--- config.mk ---
export PLATFORM = sky130hd
export DESIGN_NAME = sprite_draw_arbiter
export DESIGN_NICKNAME = d
export VERILOG_FILES = /design/src/rtl/sprite_draw_arbiter.sv
export SDC_FILE = /design/constraint.sdc
export NUM_CORES = 1
export LEC_CHECK = 0
export CORE_UTILIZATION = 39
export DETAILED_ROUTE_END_ITERATION = 10
export PLACE_DENSITY_LB_ADDON = 0.25
export SLEW_MARGIN = 30
export SYNTH_ARGS = -nofsm -noshare
export SYNTH_HDL_FRONTEND = slang
export SYNTH_SLANG_ARGS = --single-unit
--- constraint.sdc ---
create_clock -name clock -period 2.2 [get_ports clock]
set_input_delay 0.44 -clock clock [delete_from_list [all_inputs] [get_ports clock]]
set_output_delay 0.44 -clock clock [all_outputs]
set_load 0.005 [all_outputs]
--- src/rtl/sprite_draw_arbiter.sv ---
// Round-robin arbiter that shares one sprite drawer between N_REQ game-logic clients.
// Optional BUSY watchdog enabled by defining DRAW_TIMEOUT_EN (default build: no watchdog).
module sprite_draw_arbiter #(
    parameter int N_REQ   = 3,
    parameter int SPR_W   = 3,
    parameter int TIMEOUT = 4096
) (
    input  logic                   clock,
    input  logic                   reset,
    input  logic [N_REQ-1:0]       req,
    input  logic [SPR_W*N_REQ-1:0] req_sprite,
    input  logic [9*N_REQ-1:0]     req_x,
    input  logic [8*N_REQ-1:0]     req_y,
    output logic [N_REQ-1:0]       grant,
    output logic [N_REQ-1:0]       done,
    output logic                   drw_start,
    output logic [SPR_W-1:0]       drw_sprite,
    output logic [8:0]             drw_x,
    output logic [7:0]             drw_y,
    input  logic                   drw_done,
    output logic                   busy,
    output logic                   timeout_err
);

    localparam int PW = $clog2(N_REQ);

    if (N_REQ < 2 || N_REQ > 8 || TIMEOUT < 2 || TIMEOUT > 65535) begin : g_param_check
        $error("sprite_draw_arbiter: parameter out of range");
    end

    typedef enum logic [1:0] {
        IDLE  = 2'd0,
        START = 2'd1,
        BUSY  = 2'd2,
        DONE  = 2'd3
    } state_t;

    state_t        state;
    logic [PW-1:0] ptr;
    logic [PW-1:0] win;
    logic [PW-1:0] pick;
    logic          found;
    logic          expire;

    // First requester at or above ptr, wrapping around.
    always_comb begin
        found = 1'b0;
        pick  = '0;
        for (int i = 0; i < N_REQ; i++) begin
            if (!found && req[(int'(ptr) + i) % N_REQ]) begin
                found = 1'b1;
                pick  = PW'((int'(ptr) + i) % N_REQ);
            end
        end
    end

    assign busy = (state != IDLE);

`ifdef DRAW_TIMEOUT_EN
    logic [15:0] cnt;

    // Expiry is flagged on the edge where cnt would reach TIMEOUT-1.
    assign expire = (cnt == 16'(TIMEOUT - 2));

    always_ff @(posedge clock or posedge reset) begin
        if (reset) begin
            cnt         <= '0;
            timeout_err <= 1'b0;
        end else begin
            timeout_err <= (state == BUSY) && !drw_done && expire;
            if (state == BUSY)
                cnt <= cnt + 16'd1;
            else
                cnt <= '0;
        end
    end
`else
    assign expire      = 1'b0;
    assign timeout_err = 1'b0;
`endif

    always_ff @(posedge clock or posedge reset) begin
        if (reset) begin
            state      <= IDLE;
            ptr        <= '0;
            win        <= '0;
            grant      <= '0;
            done       <= '0;
            drw_start  <= 1'b0;
            drw_sprite <= '0;
            drw_x      <= '0;
            drw_y      <= '0;
        end else begin
            drw_start <= 1'b0;
            done      <= '0;
            case (state)
                IDLE: begin
                    if (found) begin
                        state      <= START;
                        win        <= pick;
                        grant      <= N_REQ'(1) << pick;
                        drw_start  <= 1'b1;
                        drw_sprite <= req_sprite[SPR_W*pick +: SPR_W];
                        drw_x      <= req_x[9*pick +: 9];
                        drw_y      <= req_y[8*pick +: 8];
                    end
                end
                START: state <= BUSY;
                BUSY: begin
                    if (drw_done || expire) begin
                        state <= DONE;
                        done  <= grant;
                    end
                end
                DONE: begin
                    state <= IDLE;
                    grant <= '0;
                    ptr   <= (win == PW'(N_REQ - 1)) ? '0 : win + PW'(1);
                end
                default: state <= IDLE;
            endcase
        end
    end

endmodule
==> impl_metrics.csv <==
group,metric,value,unit
status,status,"finished, violations left",
status,violations,"setup timing",
floorplan,die_x,77.3,um
clock_tree,clkSinkCount,33,
place,port_buffers,93,
timing,setup_ws,-0.103,ns
logic_synthesis,async_flop_share,100,%
floorplan,die_h,77.3,um
logic_synthesis,synth_adder_area_share,4.53,%
floorplan,coreArea,5470,sq um
logic_synthesis,synthesis.area,2210,sq um
clock_tree,htree_levels,2,
timing,setup_violations,22,
logic_synthesis,synth_edf_count,0,
worst_setup_path,worstSetupPathType,"primary input to register",
routing,viasPerCell,5.24,
logic_synthesis,yosysTopAreaCell,"dfrtp_1",
logic_synthesis,synth_top_family_by_area,"compound AO/OA/AOI/OAI gates",
logic_synthesis,seq_area_frac_synth,37.4,%
logic_synthesis,synth-main-ff-cell,"dfrtp_1",
timing,grt_setup_unrepaired,"true",
routing,wl_per_cell,16.8,um
final_layout,antennaDiodeCount,0,
clock_tree,cts_buffer_depth,2,
pwr,total_power,0.00612,W
place,place_ws,-0.305,ns
global_routing,antenna_found_initial,0,
timing,final_hold_viol_count,0,
floorplan,dieArea,5970,sq um
final_layout,drive_gt1_share,37.2,%
logic_synthesis,synth_top_area_share,37.4,%
pwr,peakVddDrop,1230,uV
global_routing,grt_max_degree,34,
logic_synthesis,netlist_top_cells_count,"33 x dfrtp_1, 27 x o211ai_2, 24 x mux2i_1, 22 x nand2_1, 14 x o211ai_1",
logic_synthesis,syn_nets,272,
global_routing,grt_overflow,0,
worst_setup_path,cpLargestDelayFamily,"buffers and inverters",
timing,period_minus_slack,2.30,ns
global_routing,grt_pass1_vias,2189,
final_layout,synthToLayoutAreaGrowth,80.5,%
timing,whs,0.493,ns
logic_synthesis,ys_warn_count,0,
routing,dr.pass1.iters,4,
timing,timing.fmax,0.434,GHz
clock_tree,worstSkewPairLatency,0.29,ns
final_layout,stdcell_area,3990,sq um
worst_setup_path,critPathArrivalTime,2.47,ns
global_routing,grt_pass1_wl,10800,um
logic_synthesis,ys_ff_latch,33,
logic_synthesis,synth_area_leaders,"dfrtp_1 37%, o211ai_2 15%, mux2i_1 11%, o211ai_1 4.8%, ha_1 4.5%",
worst_setup_path,slowest_delay,0.60,ns
routing,drtIter0Drc,71,
timing,post-route-period-util,105,%
clock_tree,cts_tree,"yes",
pwr,power_leakage,1.69,nW
logic_synthesis,synth_xor_area_share,0,%
logic_synthesis,avgSynthCellArea,11.2,sq um
pwr,power_density,1530,nW/um^2
routing,final_antenna_net_count,0,
place,gp_congestion,0.833,
logic_synthesis,synth_compound_area_share,27.7,%
place,detailed_place.area,3450,sq um
worst_setup_path,crit_path_max_fanout,6,
final_layout,ff_latch_area,827,sq um
logic_synthesis,yosysMostFrequentCell,"dfrtp_1",
clock_tree,cts_buffers,5,
hold_path,hold_path_class,"register to register",
worst_setup_path,slowest_stage,"clkdlybuf4s50_1",
final_layout,multi_input_area,1510,sq um
final_layout,fin_nets,401,
clock_tree,clk_pin_slew,0.08,ns
floorplan,rows,27,
worst_setup_path,crit_buf_inv,4,
clock_tree,cts-root-buf,"clkbuf_8",
job,max-cap-violations,0,
place,dpl.hpwl,4580,um
place,dp_cells,382,
global_routing,grt_util_all_layers,23.0,%
worst_setup_path,endpoint_kind,"register",
floorplan,initial_core_util,40.4,%
timing,maxSlewViolCount,0,
worst_setup_path,cp.required,2.37,ns
floorplan,ios,95,
final_layout,stdcell_count,400,
logic_synthesis,synth_cell_types,42,
routing,via_count,2095,
routing,wl,6710,um
routing,drc,0,
worst_setup_path,start_kind,"primary input",
timing,final.setup_skew,0.00473,ns
logic_synthesis,syn-instance-count,198,
logic_synthesis,yosys.area_share.simple,9.46,%
logic_synthesis,synthMuxAreaShare,13.8,%
final_layout,fillers,395,
worst_setup_path,crit_chain,"clkdlybuf4s50_1, nor2b_1, mux2i_1, buf_4, mux2i_4, buf_12, buf_12, mux2i_1, o211ai_2",
[metrics by stage]
| stage | TNS (ns) | utilization [%] |
|---|---|---|
| floorplan | -0.944 | - |
| global placement | -5.79 | 63.1 |
| detailed placement | -6.51 | 63.1 |
| CTS | -0.131 | 69.8 |
| global route | -3.12 | 72.9 |
| finish | -1.25 | 72.9 |
[cells by family (layout without fill, tap and decap cells)]
logic type / after synthesis / after routing
AO/OA/AOI/OAI: 60 / 60
adder cells (fa/ha/maj): 8 / 8
buffers and inverters: 26 / 156
flip-flops: 33 / 33
multiplexers: 29 / 29
other: 1 / 1
AND/OR/NAND/NOR: 41 / 41
[worst reg2reg max path, delay by kind of cell, from the launching register on]
kind / cells / cell delay, ns
mux: 4 / 0.98
compound gates: 1 / 0.09
flops: 1 / 0.40
fa+ha+maj: 1 / 0.15
buf+inv: 4 / 0.54
[path summary, 6_finish.rpt]
path | start | end | slack (ns) | depth (start not counted)
max | req[2] | drw_y[7]$_DFFE_PP0P_ | -0.10 | 9
min in group asynchronous | reset | drw_x[4]$_DFFE_PP0P_ | 0.55 | 3
min | drw_sprite[2]$_DFFE_PP0P_ | drw_sprite[2]$_DFFE_PP0P_ | 0.49 | 2
max reg2reg | ptr[1]$_DFFE_PP0P_ | drw_y[7]$_DFFE_PP0P_ | -0.08 | 10
min reg2reg | drw_sprite[2]$_DFFE_PP0P_ | drw_sprite[2]$_DFFE_PP0P_ | 0.49 | 2
max in group asynchronous | reset | ptr[0]$_DFFE_PP0P_ | 1.31 | 3
[registers in the layout, indices dropped and copies added (netlist names), 2 cells and up]
signal	flops
state	2
grant	3
drw_x	9
win	2
done	3
drw_y	8
drw_sprite	3
ptr	2
[power breakdown]
group	total, W	leakage (nW)	internal [W]	switching (W)
combinational	0.00445	1.22	0.00252	0.00193
clock	0.000615	0.0574	0.000369	0.000247
sequential	0.00105	0.415	0.000884	0.000167
[cell usage in the layout, fill, tap and decap left out, types with 5 or more instances in the layout]
cell type and instances:
buf_6 6, clkbuf_8 6, o211ai_2 27, buf_4 31, o211ai_1 14, nand2_1 22
mux2i_2 5, clkdlybuf4s50_1 91, inv_1 7, mux2i_1 6, buf_12 6, mux2i_4 13
dfrtp_1 32
[what timing repair did]
action / CTS / global route
cloned: 2 / 1
hold buffers: 0 / 0
setup buffers: 6 / 2
pin swaps: 6 / 4
resized for setup: 29 / 30
endpoints found under the setup margin: 27 / 27
hold endpoints to repair: 0 / 0
[layer usage]
metal	track usage [%]	routed length, um
met5	0	0
met4	5.09	83
met3	4.40	326
met2	39.2	3340
met1	30.1	2960
[final cells by class]
type	instances	area share, %
inverter	10	0.941
clock buffer	6	2.07
sequential	33	20.7
multi-input combinational	139	37.8
timing repair buffer	138	35.2
tap	72	2.26
clock inverter	2	0.941
(Power assumes the default switching activity.)
